`config.mk`:
```
export PLATFORM = sky130hd
export DESIGN_NAME = parking_gate_controller_flat
export DESIGN_NICKNAME = d
export VERILOG_FILES = /design/src/rtl/parking_pkg.sv /design/src/rtl/parking_gate_controller_if.sv /design/src/rtl/parking_rr_arbiter.sv /design/src/rtl/parking_gate_controller.sv /design/src/flat_wrapper.sv
export SDC_FILE = /design/constraint.sdc
export NUM_CORES = 1
export LEC_CHECK = 0
export ABC_AREA = 1
export ABC_CLOCK_PERIOD_IN_PS = 3550
export CAP_MARGIN = 10
export CORE_MARGIN = 3
export CORE_UTILIZATION = 52
export DETAILED_ROUTE_END_ITERATION = 7
export GPL_ROUTABILITY_DRIVEN = 0
export PLACE_DENSITY = 0.75
export SYNTH_ARGS = -nofsm -noshare
export SYNTH_HDL_FRONTEND = slang
export SYNTH_SLANG_ARGS = --single-unit
```
`constraint.sdc`:
```
create_clock -name clk -period 3.55 [get_ports clk]
set_clock_uncertainty 0.15 [all_clocks]
set_input_delay 0.71 -clock clk [delete_from_list [all_inputs] [get_ports clk]]
set_output_delay 0.71 -clock clk [all_outputs]
set_load 0.05 [all_outputs]
```
`src/rtl/parking_pkg.sv`:
```
// Shared types and defaults for the parking gate controller slice.
package parking_pkg;

  typedef enum logic [2:0] {
    IDLE,
    ENTRY_OPEN,
    EXIT_OPEN,
    COMMIT,
    GUARD
  } state_t;

  typedef enum logic {
    ENTRY = 1'b0,
    EXIT  = 1'b1
  } dir_t;

  localparam int DEFAULT_OPEN_TIMEOUT = 1000;
  localparam int DEFAULT_GUARD_CYCLES = 2;

  function automatic logic [7:0] sat_inc8(input logic [7:0] value);
    return (value == 8'hFF) ? value : value + 8'd1;
  endfunction

endpackage

```
`src/rtl/parking_gate_controller_if.sv`:
```
// Gate sensor, barrier and occupancy-block signals bundled for the controller.
interface parking_gate_controller_if;

  logic       entry_req;
  logic       entry_is_uni;
  logic       exit_req;
  logic       exit_is_uni;
  logic       entry_pass;
  logic       exit_pass;
  logic       uni_is_vacated_space;
  logic       is_vacated_space;
  logic       uni_occupied;
  logic       occupied;

  logic       entry_gate_open;
  logic       exit_gate_open;
  logic       car_entered;
  logic       is_uni_car_entered;
  logic       car_exited;
  logic       is_uni_car_exited;
  logic       entry_denied;
  logic       exit_denied;
  logic       timeout;
  logic       busy;
  logic [7:0] timeout_count;

  // The gate/occupancy environment is the master, the controller the slave.
  modport master (
    output entry_req, entry_is_uni, exit_req, exit_is_uni,
           entry_pass, exit_pass,
           uni_is_vacated_space, is_vacated_space, uni_occupied, occupied,
    input  entry_gate_open, exit_gate_open,
           car_entered, is_uni_car_entered, car_exited, is_uni_car_exited,
           entry_denied, exit_denied, timeout, busy, timeout_count
  );

  modport slave (
    input  entry_req, entry_is_uni, exit_req, exit_is_uni,
           entry_pass, exit_pass,
           uni_is_vacated_space, is_vacated_space, uni_occupied, occupied,
    output entry_gate_open, exit_gate_open,
           car_entered, is_uni_car_entered, car_exited, is_uni_car_exited,
           entry_denied, exit_denied, timeout, busy, timeout_count
  );

endinterface

```
`src/rtl/parking_rr_arbiter.sv`:
```
// Two-requester round-robin: on a tie the side not served last wins.
module parking_rr_arbiter
  import parking_pkg::*;
(
  input  logic clk,
  input  logic rst_n,
  input  logic req_entry,
  input  logic req_exit,
  input  logic advance,
  output logic grant_valid,
  output dir_t grant_dir
);

  dir_t last_served;

  always_comb begin
    grant_valid = req_entry | req_exit;
    if (req_entry && req_exit) begin
      grant_dir = (last_served == EXIT) ? ENTRY : EXIT;
    end else if (req_entry) begin
      grant_dir = ENTRY;
    end else begin
      grant_dir = EXIT;
    end
  end

  // Resetting to EXIT hands the first tie to the entry gate.
  always_ff @(posedge clk or negedge rst_n) begin
    if (!rst_n) begin
      last_served <= EXIT;
    end else if (advance && grant_valid) begin
      last_served <= grant_dir;
    end
  end

endmodule

```
`src/rtl/parking_gate_controller.sv`:
```
// Sequences entry/exit barriers and issues one count pulse per car to the occupancy block.
module parking_gate_controller
  import parking_pkg::*;
#(
  parameter int OPEN_TIMEOUT = DEFAULT_OPEN_TIMEOUT,
  parameter int GUARD_CYCLES = DEFAULT_GUARD_CYCLES,
  parameter int TMR_W        = 16
)
(
  input logic                      clk,
  input logic                      rst_n,
  parking_gate_controller_if.slave gate
);

  localparam int GUARD_W = (GUARD_CYCLES > 1) ? $clog2(GUARD_CYCLES) : 1;

  state_t             state;
  dir_t               cur_dir;
  logic [TMR_W-1:0]   timer;
  logic [GUARD_W-1:0] guard_cnt;

  logic       entry_gate_open_q;
  logic       exit_gate_open_q;
  logic       car_entered_q;
  logic       car_exited_q;
  logic       is_uni_entered_q;
  logic       is_uni_exited_q;
  logic       entry_denied_q;
  logic       exit_denied_q;
  logic       timeout_q;
  logic       busy_q;
  logic [7:0] timeout_count_q;

  logic grant_valid;
  dir_t grant_dir;
  logic req_uni;
  logic check_ok;
  logic pass_seen;
  logic timer_done;
  logic guard_done;

  parking_rr_arbiter u_arb (
    .clk         (clk),
    .rst_n       (rst_n),
    .req_entry   (gate.entry_req),
    .req_exit    (gate.exit_req),
    .advance     (state == IDLE),
    .grant_valid (grant_valid),
    .grant_dir   (grant_dir)
  );

  // Entry needs a free space of the car's class, exit needs a parked car of that class.
  always_comb begin
    req_uni    = (grant_dir == ENTRY) ? gate.entry_is_uni : gate.exit_is_uni;
    if (grant_dir == ENTRY) begin
      check_ok = req_uni ? gate.uni_is_vacated_space : gate.is_vacated_space;
    end else begin
      check_ok = req_uni ? gate.uni_occupied : gate.occupied;
    end
    pass_seen  = (cur_dir == ENTRY) ? gate.entry_pass : gate.exit_pass;
    timer_done = (timer == TMR_W'(OPEN_TIMEOUT - 1));
    guard_done = (guard_cnt == GUARD_W'(GUARD_CYCLES - 1));
  end

  always_ff @(posedge clk or negedge rst_n) begin
    if (!rst_n) begin
      state             <= IDLE;
      cur_dir           <= ENTRY;
      timer             <= '0;
      guard_cnt         <= '0;
      entry_gate_open_q <= 1'b0;
      exit_gate_open_q  <= 1'b0;
      car_entered_q     <= 1'b0;
      car_exited_q      <= 1'b0;
      is_uni_entered_q  <= 1'b0;
      is_uni_exited_q   <= 1'b0;
      entry_denied_q    <= 1'b0;
      exit_denied_q     <= 1'b0;
      timeout_q         <= 1'b0;
      busy_q            <= 1'b0;
      timeout_count_q   <= 8'd0;
    end else begin
      entry_denied_q <= 1'b0;
      exit_denied_q  <= 1'b0;
      timeout_q      <= 1'b0;
      car_entered_q  <= 1'b0;
      car_exited_q   <= 1'b0;

      case (state)
        IDLE: begin
          if (grant_valid) begin
            cur_dir <= grant_dir;
            if (check_ok) begin
              state             <= (grant_dir == ENTRY) ? ENTRY_OPEN : EXIT_OPEN;
              timer             <= '0;
              entry_gate_open_q <= (grant_dir == ENTRY);
              exit_gate_open_q  <= (grant_dir == EXIT);
              is_uni_entered_q  <= (grant_dir == ENTRY) && req_uni;
              is_uni_exited_q   <= (grant_dir == EXIT) && req_uni;
              busy_q            <= 1'b1;
            end else begin
              entry_denied_q <= (grant_dir == ENTRY);
              exit_denied_q  <= (grant_dir == EXIT);
            end
          end
        end

        // A pass on the last open cycle still counts the car.
        ENTRY_OPEN, EXIT_OPEN: begin
          if (pass_seen) begin
            state             <= COMMIT;
            entry_gate_open_q <= 1'b0;
            exit_gate_open_q  <= 1'b0;
            car_entered_q     <= (cur_dir == ENTRY);
            car_exited_q      <= (cur_dir == EXIT);
          end else if (timer_done) begin
            state             <= GUARD;
            guard_cnt         <= '0;
            entry_gate_open_q <= 1'b0;
            exit_gate_open_q  <= 1'b0;
            timeout_q         <= 1'b1;
            timeout_count_q   <= sat_inc8(timeout_count_q);
          end else begin
            timer <= timer + TMR_W'(1);
          end
        end

        COMMIT: begin
          state     <= GUARD;
          guard_cnt <= '0;
        end

        // Class flags stay valid until the occupancy block has settled.
        GUARD: begin
          if (guard_done) begin
            state            <= IDLE;
            is_uni_entered_q <= 1'b0;
            is_uni_exited_q  <= 1'b0;
            busy_q           <= 1'b0;
          end else begin
            guard_cnt <= guard_cnt + GUARD_W'(1);
          end
        end

        default: begin
          state <= IDLE;
        end
      endcase
    end
  end

  assign gate.entry_gate_open    = entry_gate_open_q;
  assign gate.exit_gate_open     = exit_gate_open_q;
  assign gate.car_entered        = car_entered_q;
  assign gate.car_exited         = car_exited_q;
  assign gate.is_uni_car_entered = is_uni_entered_q;
  assign gate.is_uni_car_exited  = is_uni_exited_q;
  assign gate.entry_denied       = entry_denied_q;
  assign gate.exit_denied        = exit_denied_q;
  assign gate.timeout            = timeout_q;
  assign gate.busy               = busy_q;
  assign gate.timeout_count      = timeout_count_q;

endmodule

```
`src/flat_wrapper.sv`:
```
// flat-port wrapper written by rule: the top's interface ports become plain ports
module parking_gate_controller_flat import parking_pkg::*;
#(
  parameter int OPEN_TIMEOUT = DEFAULT_OPEN_TIMEOUT,
  parameter int GUARD_CYCLES = DEFAULT_GUARD_CYCLES,
  parameter int TMR_W        = 16
)
  (clk, rst_n, gate_entry_req, gate_entry_is_uni, gate_exit_req, gate_exit_is_uni, gate_entry_pass, gate_exit_pass, gate_uni_is_vacated_space, gate_is_vacated_space, gate_uni_occupied, gate_occupied, gate_entry_gate_open, gate_exit_gate_open, gate_car_entered, gate_is_uni_car_entered, gate_car_exited, gate_is_uni_car_exited, gate_entry_denied, gate_exit_denied, gate_timeout, gate_busy, gate_timeout_count);
  parking_gate_controller_if gate_i ();
  input logic clk;
  input logic rst_n;
  input wire logic [$bits(gate_i.entry_req)-1:0] gate_entry_req;
  input wire logic [$bits(gate_i.entry_is_uni)-1:0] gate_entry_is_uni;
  input wire logic [$bits(gate_i.exit_req)-1:0] gate_exit_req;
  input wire logic [$bits(gate_i.exit_is_uni)-1:0] gate_exit_is_uni;
  input wire logic [$bits(gate_i.entry_pass)-1:0] gate_entry_pass;
  input wire logic [$bits(gate_i.exit_pass)-1:0] gate_exit_pass;
  input wire logic [$bits(gate_i.uni_is_vacated_space)-1:0] gate_uni_is_vacated_space;
  input wire logic [$bits(gate_i.is_vacated_space)-1:0] gate_is_vacated_space;
  input wire logic [$bits(gate_i.uni_occupied)-1:0] gate_uni_occupied;
  input wire logic [$bits(gate_i.occupied)-1:0] gate_occupied;
  output wire logic [$bits(gate_i.entry_gate_open)-1:0] gate_entry_gate_open;
  output wire logic [$bits(gate_i.exit_gate_open)-1:0] gate_exit_gate_open;
  output wire logic [$bits(gate_i.car_entered)-1:0] gate_car_entered;
  output wire logic [$bits(gate_i.is_uni_car_entered)-1:0] gate_is_uni_car_entered;
  output wire logic [$bits(gate_i.car_exited)-1:0] gate_car_exited;
  output wire logic [$bits(gate_i.is_uni_car_exited)-1:0] gate_is_uni_car_exited;
  output wire logic [$bits(gate_i.entry_denied)-1:0] gate_entry_denied;
  output wire logic [$bits(gate_i.exit_denied)-1:0] gate_exit_denied;
  output wire logic [$bits(gate_i.timeout)-1:0] gate_timeout;
  output wire logic [$bits(gate_i.busy)-1:0] gate_busy;
  output wire logic [$bits(gate_i.timeout_count)-1:0] gate_timeout_count;
  assign gate_i.entry_req = gate_entry_req;
  assign gate_i.entry_is_uni = gate_entry_is_uni;
  assign gate_i.exit_req = gate_exit_req;
  assign gate_i.exit_is_uni = gate_exit_is_uni;
  assign gate_i.entry_pass = gate_entry_pass;
  assign gate_i.exit_pass = gate_exit_pass;
  assign gate_i.uni_is_vacated_space = gate_uni_is_vacated_space;
  assign gate_i.is_vacated_space = gate_is_vacated_space;
  assign gate_i.uni_occupied = gate_uni_occupied;
  assign gate_i.occupied = gate_occupied;
  assign gate_entry_gate_open = gate_i.entry_gate_open;
  assign gate_exit_gate_open = gate_i.exit_gate_open;
  assign gate_car_entered = gate_i.car_entered;
  assign gate_is_uni_car_entered = gate_i.is_uni_car_entered;
  assign gate_car_exited = gate_i.car_exited;
  assign gate_is_uni_car_exited = gate_i.is_uni_car_exited;
  assign gate_entry_denied = gate_i.entry_denied;
  assign gate_exit_denied = gate_i.exit_denied;
  assign gate_timeout = gate_i.timeout;
  assign gate_busy = gate_i.busy;
  assign gate_timeout_count = gate_i.timeout_count;
  parking_gate_controller #(.OPEN_TIMEOUT(OPEN_TIMEOUT), .GUARD_CYCLES(GUARD_CYCLES), .TMR_W(TMR_W)) u_core (.clk(clk), .rst_n(rst_n), .gate(gate_i));
endmodule
```
==> reports/metrics.yaml, run 1 <==
status:
  status: "complete, no violations"
power:
  p_per_area_mw_per_mm2: 581
  peakVddDrop_v: 0.000369
  p_leak_nw: 1.35
layout:
  final_cell_mix: "nand2_1, nor2_1, dfrtp_1"
  ff_latch_area_mm2: 0.00100
  fin_nets: 393
  fin_cells: 432
  design_area_mm2: 0.00290
  diodes: 0
  multiInputGateArea_mm2: 0.00131
  nFillCells: 419
  final_common_cell: "nand2_1"
  drive_gt1_frac: 0.0921
  fin_util: 0.648
  syn2layout_area_growth_pct: 16.7
cts:
  numClockSinks: 40
  cts-root-buf: "clkbuf_8"
  clk_pin_slew_ps: 80
  cts.htree.levels: 2
  clockBufferDepth: 2
  cts-resized-gates: 0
  cts_setup_buffers: 0
  cts_tree: "yes"
  numCtsBuffers: 5
  hold_buffers: 0
  clk_latency_ps: 300
timing:
  whs_ps: 327
  rsz0062_at_grt: "false"
  slew_viol_final: 0
  slew_headroom: 0.404
  hold_violations: 0
  max_freq_ghz: 0.414
  min_period_over_period: 0.680
  min_period_ps: 2410
  finalSetupTns_ps: 0
  tightest_slew_ps: 894
  finalSetupViolCount: 0
placement:
  dpl.hpwl_um: 4180
  dp_cells: 424
  place_area_mm2: 0.00280
  port_buffers: 29
min_path:
  hold_depth: 2
  hold-path-endpoint: "u_core.gate.entry_gate_open"
  min_from: "u_core.gate.entry_gate_open"
  min_path_type: "flop to flop"
global_routing:
  grt_util_met3: 0.0534
  grtUsageMet2: 0.319
  grt_usage: 0.216
  grt_max_degree: 41
  grt_pass1_wl_um: 9340
  top_usage_layer: "met2"
  use_met1: 0.305
  antenna_found_initial: 0
  gr-total-overflow: 0
  grt_pass1_vias: 2101
critical_path:
  end_kind: "output pin"
  critPathMaxStageDelay_ps: 830
  critical_path.cell_chain: "clkdlybuf4s50_1"
  cp.arrival_ps: 1550
  worst_setup_path_start_kind: "flop"
  reg2reg_depth: 9
  r2r_slack_ps: 1570
  reg2reg_to: "u_core.timer[10]"
  cp_top_family: "buffers and inverters"
  worst_ep_required_time_ps: 2690
  crit_fanout: 5
  path_buf_inv: 1
  criticalPathCategory: "flop to output pin"
  critPathSlowestCell: "clkdlybuf4s50_1"
  r2r_start: "u_core.timer[0]"
die:
  dieWidth_um: 75.1
  initial_core_util: 0.555
  die_area_mm2: 0.00564
  core_area_mm2: 0.00447
  io_pins: 30
  die_h_um: 75.1
  rows: 24
synth:
  synth_fp_nets: 362
  syn_area_mm2: 0.00248
  ys_warn_count: 0
  synth_seq_cells: 40
  yosysTopAreaCellShare: 0.393
  yosys.area.top_type: "dfrtp_1"
  ys_seq_area_frac: 0.404
  syn_inst: 348
  synth.distinct_cells: 32
  synth_top_cells_by_area: "dfrtp_1, nand2_1, nor2_1"
  synth_area_per_cell_um2: 7.14
route:
  wire_per_inst_um: 12.7
  vias: 2309
  wl_um: 5500
  via_per_inst: 5.34
  antenna_violating_nets_post_route: 0
  drc: 0
  drt_iter0_drc: 205
  drt-pass1-iter-count: 4
job:
  drv_cap: 0
power by group:
| part | switching, W | internal [W] | leakage [nW] |
|---|---|---|---|
| clock | 0.000167 | 0.000159 | 0.0516 |
| sequential | 0.0000565 | 0.000538 | 0.536 |
| combinational | 0.000547 | 0.000214 | 0.765 |
| total | 0.000771 | 0.000911 | 1.35 |
sequential cells by signal (all words and copies together) (netlist names):
register	count
u_core.gate.is_uni_car_exited	1
u_core.gate.car_exited	1
u_core.timer	16
u_core.gate.exit_gate_open	1
u_core.gate.timeout_count	8
u_core.gate.is_uni_car_entered	1
u_core.gate.car_entered	1
u_core.guard_cnt	1
u_core.gate.exit_denied	1
u_core.cur_dir	1
u_core.gate.busy	1
u_core.gate.timeout	1
u_core.u_arb.last_served	1
u_core.gate.entry_gate_open	1
u_core.state	3
u_core.gate.entry_denied	1
cells by family (layout without fill, tap and decap cells):
logic type                 Yosys count  after routing  share of synthesized area
AOI/OAI and AO/OA                   17             17                     0.0383
xor gates and xnor gates             8              8                     0.0282
adders and majority gates            2              2                     0.0101
DFF                                 40             40                      0.404
and+or+nand+nor                    239            239                      0.450
buffers and inverters               42             74                     0.0695
metal layers:
layer	vias to the layer above	share of wire
met3	11	0.069
met1	1034	0.46
li1	1181	-
met5	-	0
met4	0	0.019
met2	83	0.46
area by class of cell:
type | instances | share of cell area
flip-flops and latches | 40 | 0.346
inverters | 37 | 0.0484
multi-input cells | 266 | 0.452
clock inverters | 2 | 0.00475
well taps | 52 | 0.0225
repair buffers | 29 | 0.0984
clock buffers | 6 | 0.0285
synthesized netlist by cell type, drive strengths merged:
cell	n
xor2	6
nand2	127
o21bai	3
inv	36
dfrtp	39
nor4	2
dfstp	1
nor3	10
o21ai	8
nor2	48
nand3	30
clkbuf	1
a21boi	1
a21oi	5
xnor2	2
buf	4
ha	2
nand3b	2
clkinv	1
nand4	20
how the worst max path moves through the flow:
stage / slack, ps / start / cells after the start / to
floorplan: 1670 / u_core.gate.timeout_count[0] / 7 / u_core.gate.timeout_count[5]
global placement: 980 / gate_exit_req / 10 / u_core.timer[7]
detailed placement: 930 / gate_exit_req / 10 / u_core.timer[5]
CTS: 1130 / u_core.gate.timeout_count[5] / 1 / gate_timeout_count[5]
global route: 1040 / gate_entry_req / 8 / u_core.timer[8]
finish: 1140 / u_core.gate.timeout_count[5] / 1 / gate_timeout_count[5]
through the flow:
stage | worst slack, ps | power (W)
finish | 1140 | 0.00168
CTS | 1130 | 0.00170
floorplan | 1670 | 0.00119
global placement | 983 | 0.00135
global route | 1040 | 0.00180
detailed placement | 925 | 0.00137
Power figures use the tool's default switching activity.
==> inputs of run 2 (changes only) <==
Settings changed: ABC_CLOCK_PERIOD_IN_PS 3550 to 2500.
Clock period 3.55 ns to 2.5 ns, I/O delays scaled along.
==> run 2 against run 1 <==
Worst setup slack got worse by 840 ps. Hold slack got worse by 330 ps. Clock-buffer cell count rose by 1. First-iteration DRC count fell by 9.3%. Wire length barely moved. Critical endpoint unchanged. Highest routed layer unchanged.
==> reports/metrics.yaml, run 2 (synthesis results as in run 1) <==
status:
  status: "complete, no violations"
timing:
  hold_violations: 0  # unchanged
  finalSetupViolCount: 0  # unchanged
  rsz0062_at_grt: "false"
  min_period_over_period: 0.882
  min_period_ps: 2200
  tightest_slew_ps: 511  # -383 ps
  slew_viol_final: 0  # unchanged
  slew_headroom: 0.658  # +0.254
  max_freq_ghz: 0.454
  finalSetupTns_ps: 0  # unchanged
  setup_ws_ps: 295  # -842 ps
power:
  swShare: 0.432  # -0.0261
  p_int_w: 0.00143  # +57%
  clkPwrFrac: 0.233  # +0.039
  power.total_w: 0.00253  # +50%
  peakVddDrop_v: 0.000634  # +72%
  comb_power_share: 0.433  # -0.019
  p_leak_nw: 1.38  # +2.0%
  p_per_area_mw_per_mm2: 856  # +47%
  power_switching_w: 0.00109  # +42%
  p_seq_frac: 0.334  # -0.020
route:
  via_per_inst: 5.41  # +1.2%
  drt_iter0_drc: 186  # -9.3%
  drc: 0  # unchanged
  drt-pass1-iter-count: 5  # +1
  antenna_violating_nets_post_route: 0  # unchanged
  vias: 2353  # +1.9%
  wire_per_inst_um: 12.6  # -0.62%
  wl_um: 5500  # about the same
critical_path:
  worst_ep_required_time_ps: 1850  # -840 ps
  critPathMaxStageDelay_ps: 830  # about the same
  cp.arrival_ps: 1550  # about the same
  critPathSlowestCell: "clkdlybuf4s50_1"
  path_buf_inv: 1  # unchanged
  worst_setup_path_start_kind: "flop"
  end_kind: "output pin"
  cp_top_family: "buffers and inverters"
  criticalPathCategory: "flop to output pin"
  crit_fanout: 5  # unchanged
  critical_path.cell_chain: "clkdlybuf4s50_1"
placement:
  port_buffers: 29  # unchanged
  post-place-ws_ps: 148  # -777 ps
  place_area_mm2: 0.00282  # +0.80%
  dpl.hpwl_um: 4190  # +0.40%
cts:
  clockBufferDepth: 2  # unchanged
  numCtsBuffers: 5  # unchanged
  cts.htree.levels: 2  # unchanged
  hold_buffers: 0  # unchanged
  numClockSinks: 40  # unchanged
  cts_tree: "yes"
  cts_setup_buffers: 0  # unchanged
  cts-resized-gates: 0  # unchanged
  cts-root-buf: "clkbuf_8"
  clk_pin_slew_ps: 80  # about the same
  clk_latency_ps: 290  # about the same
die:
  core_area_mm2: 0.00447  # unchanged
  die_area_mm2: 0.00564  # unchanged
  die_h_um: 75.1  # unchanged
  io_pins: 30  # unchanged
  dieWidth_um: 75.1  # unchanged
  initial_core_util: 0.555  # unchanged
  rows: 24  # unchanged
layout:
  fin_util: 0.659  # +0.0117
  largest_reg_flops: 16  # unchanged
  multiInputGateArea_mm2: 0.00131  # unchanged
  drive_gt1_frac: 0.0992  # +0.00711
  design_area_mm2: 0.00295  # +1.8%
  top_register: "u_core.timer"
  diodes: 0  # unchanged
  syn2layout_area_growth_pct: 18.8
  final_common_cell: "nand2_1"
  nFillCells: 382  # -8.8%
  final_cell_mix: "nand2_1, nor2_1, dfrtp_1"
  fin_nets: 396  # +0.76%
  ff_latch_area_mm2: 0.00100  # unchanged
global_routing:
  grt_max_degree: 22  # -46%
  grt_pass1_wl_um: 9390  # +0.51%
  gr-total-overflow: 0  # unchanged
  grt_usage: 0.216  # about the same
  grt_pass1_vias: 2098  # -0.14%
  antenna_found_initial: 0  # unchanged
min_path:
  min_path_type: "primary input to asynchronous set/reset pin"
job:
  drv_cap: 0  # unchanged
run 2: stage by stage:
| stage | hold WS [ps] | std cells |
|---|---|---|
| final | 0.909 | 435 |
| after global routing | 38.1 | 435 |
| after CTS | 17.4 | 435 |
| after detailed placement | 314 | 427 |
| after global placement | 310 | 427 |
| after floorplan | 54.4 | 348 |
run 2: layer usage:
metal / vias up / track usage / wire [µm]
met5: - / 0 / 0
met4: 0 / 0.0613 / 63
li1: 1187 / - / -
met3: 10 / 0.0454 / 382
met1: 1065 / 0.307 / 2570
met2: 91 / 0.333 / 2480
run 2: final timing paths:
path                                         startpoint                      endpoint  slack (ps)  cells past startpoint
setup / recovery           u_core.gate.timeout_count[5]         gate_timeout_count[5]         300                      1
hold / removal                                    rst_n  u_core.gate.timeout_count[7]         0.9                      1
setup reg to reg                        u_core.timer[0]  u_core.gate.timeout_count[1]         490                      8
hold reg to reg              u_core.gate.exit_gate_open    u_core.gate.exit_gate_open         330                      2
max in group asynchronous                         rst_n      u_core.u_arb.last_served        1500                      2
min in group clk             u_core.gate.exit_gate_open    u_core.gate.exit_gate_open         330                      2
run 2: layout make-up:
| cell class | instances | share of cell area |
|---|---|---|
| clock buffer | 7 | 0.0327 |
| clock inverter | 1 | 0.0102 |
| inverter | 37 | 0.0475 |
| multi-input combinational | 266 | 0.444 |
| sequential | 40 | 0.340 |
| tap | 52 | 0.0221 |
| timing repair buffer | 32 | 0.104 |
run 2: power groups by stage:
stage	Combinational (W)	Clock (W)	Sequential [W]
after floorplan	0.000685	0	0.00101
after global placement	0.00108	0	0.000852
after detailed placement	0.00110	0	0.000854
after CTS	0.00110	0.000597	0.000843
after global routing	0.00121	0.000623	0.000856
final	0.00109	0.000588	0.000844
==> inputs of run 3 (changes only) <==
Settings changed: CTS_BUF_LIST from default to sky130_fd_sc_hd__clkbuf_2 sky130_fd_sc_hd__clkbuf_4 sky130_fd_sc_hd__clkbuf_8.
==> results of run 3 <==
Same layout as run 2: the final DEF is identical, and so are final timing and power.
==> RTL edit: new RTL, settings of run 2 <==
Encoding of `state_t`: now one-hot (5 bits for 5 states).
--- a/src/rtl/parking_pkg.sv
+++ b/src/rtl/parking_pkg.sv
@@ -2,10 +2,10 @@
 package parking_pkg;
 
-  typedef enum logic [2:0] {
-    IDLE,
-    ENTRY_OPEN,
-    EXIT_OPEN,
-    COMMIT,
-    GUARD
+  typedef enum logic [4:0] {
+    IDLE       = 5'b00001,
+    ENTRY_OPEN = 5'b00010,
+    EXIT_OPEN  = 5'b00100,
+    COMMIT     = 5'b01000,
+    GUARD      = 5'b10000
   } state_t;
 
Function: same outputs for any inputs over 10 cycles, from zero or initial values and one cycle with rst_n low; not proved beyond that.
==> RTL edit against run 2 <==
Global-route usage fell by 1.8 points. Fmax fell by 0.24%. Routed wire length fell by 6.6%. Setup slack got worse by 0.0053 ns. Sequential cell count rose by 2. Area after synthesis fell by 0.76%. Power fell by 5.7%. Cell area fell by 2.0%. Critical path type unchanged. Critical endpoint is now gate_timeout_count[4]. Largest cell class unchanged.
==> RTL edit: results (changes against run 2) <==
status completed; Cell Int Power 1.36 mW (-5.2%); Post-Route M1 WL 2420 um (-5.7%); Final HPWL DP 3860 um (-7.9%); CP Launch Point u_core.gate.timeout_count[4]; worst-path fanout max 6 (+1); layout cells sized above 1 0.104 (+0.00489); Synth Net Count 346 (-4.4%); sequential group power 0.884 mW (+4.7%); Placement Setup Slack 0.0750 ns (-0.0729 ns); slew margin rel. 0.656 (-0.00252); Leak 1.49 nW (+8.5%); GRT met3 Usage 0.0320 (-0.0134); met1 Use GR 0.273 (-0.0340); met2 wire length 2490 um (+0.20%); vias in the first global route 1,984 (-5.4%); # nets final 378 (-4.5%); Fill cells 411 (+7.6%); Synth Area in Compound Gates 0.0431 (+0.00486); via count 2,154 (-8.5%); dpl cell area 0.00280 mm2 (-0.89%); pwr/cell area 824 mW/mm2 (-3.8%); met3 wire length 196 um (-49%); sequential area share after synthesis 0.427 (+0.0239); met2 Use GR 0.318 (-0.0145); Routed WL 5140 um (-6.6%); hold_ws 0.0211 ns (+0.0202 ns); Synth area leaders dfrtp_1, nand2_1, nand3_1, nor2_1, inv_1; Post-Synth XOR/XNOR Area 0.0355 (+0.00732); reg2reg setup slack 0.56 ns (+0.07 ns); First-pass DRT Iterations 4 (-1); Tot GR Track Use 0.198 (-0.0179); Clock power frac 0.188 (-0.045); Reg-to-Reg End u_core.timer[11]; global-route wire length before repair 8600 um (-8.4%); Post-synth top cells nand2_1, dfrtp_1, nor2_1, inv_1, nand3_1; Post-Synth Adder-Cell Area 0.0102 (+0.0000767); r2r worst-path depth 10 (+2); Distinct cells, synth 35 (+9.4%); largest net degree at the start of global routing 43 (+95%)
[RTL edit: changes by cell type after synthesis, sizes merged, moves of 3 or more]
cell and change:
nor2 -9, nor3 -5, nand4 -3, nand2 -9
[RTL edit: final cells by class]
cell class	instances	area, um2	share of cell area
clock buffers	7	86.3	0.0299
clock inverters	1	5.00	0.00173
inverters	37	140	0.0485
multi-input cells	247	1230	0.425
flip-flops and latches	42	1050	0.365
well taps	52	65.1	0.0225
repair buffers	31	313	0.108
[RTL edit: worst max path at each step]
stage | endpoint | slack [ns] | cells after the start
final | gate_timeout_count[4] | 0.29 | 1
after global routing | u_core.timer[0] | 0.20 | 10
after CTS | gate_timeout_count[4] | 0.27 | 1
after detailed placement | u_core.timer[1] | 0.08 | 10
after global placement | u_core.timer[8] | 0.18 | 10
after floorplan | u_core.gate.timeout_count[4] | 0.46 | 9
[RTL edit: metrics by stage]
step,cells,util
final,417,0.646
after floorplan,332,-
after global routing,417,0.646
after CTS,417,0.646
after detailed placement,409,0.626
after global placement,409,0.626
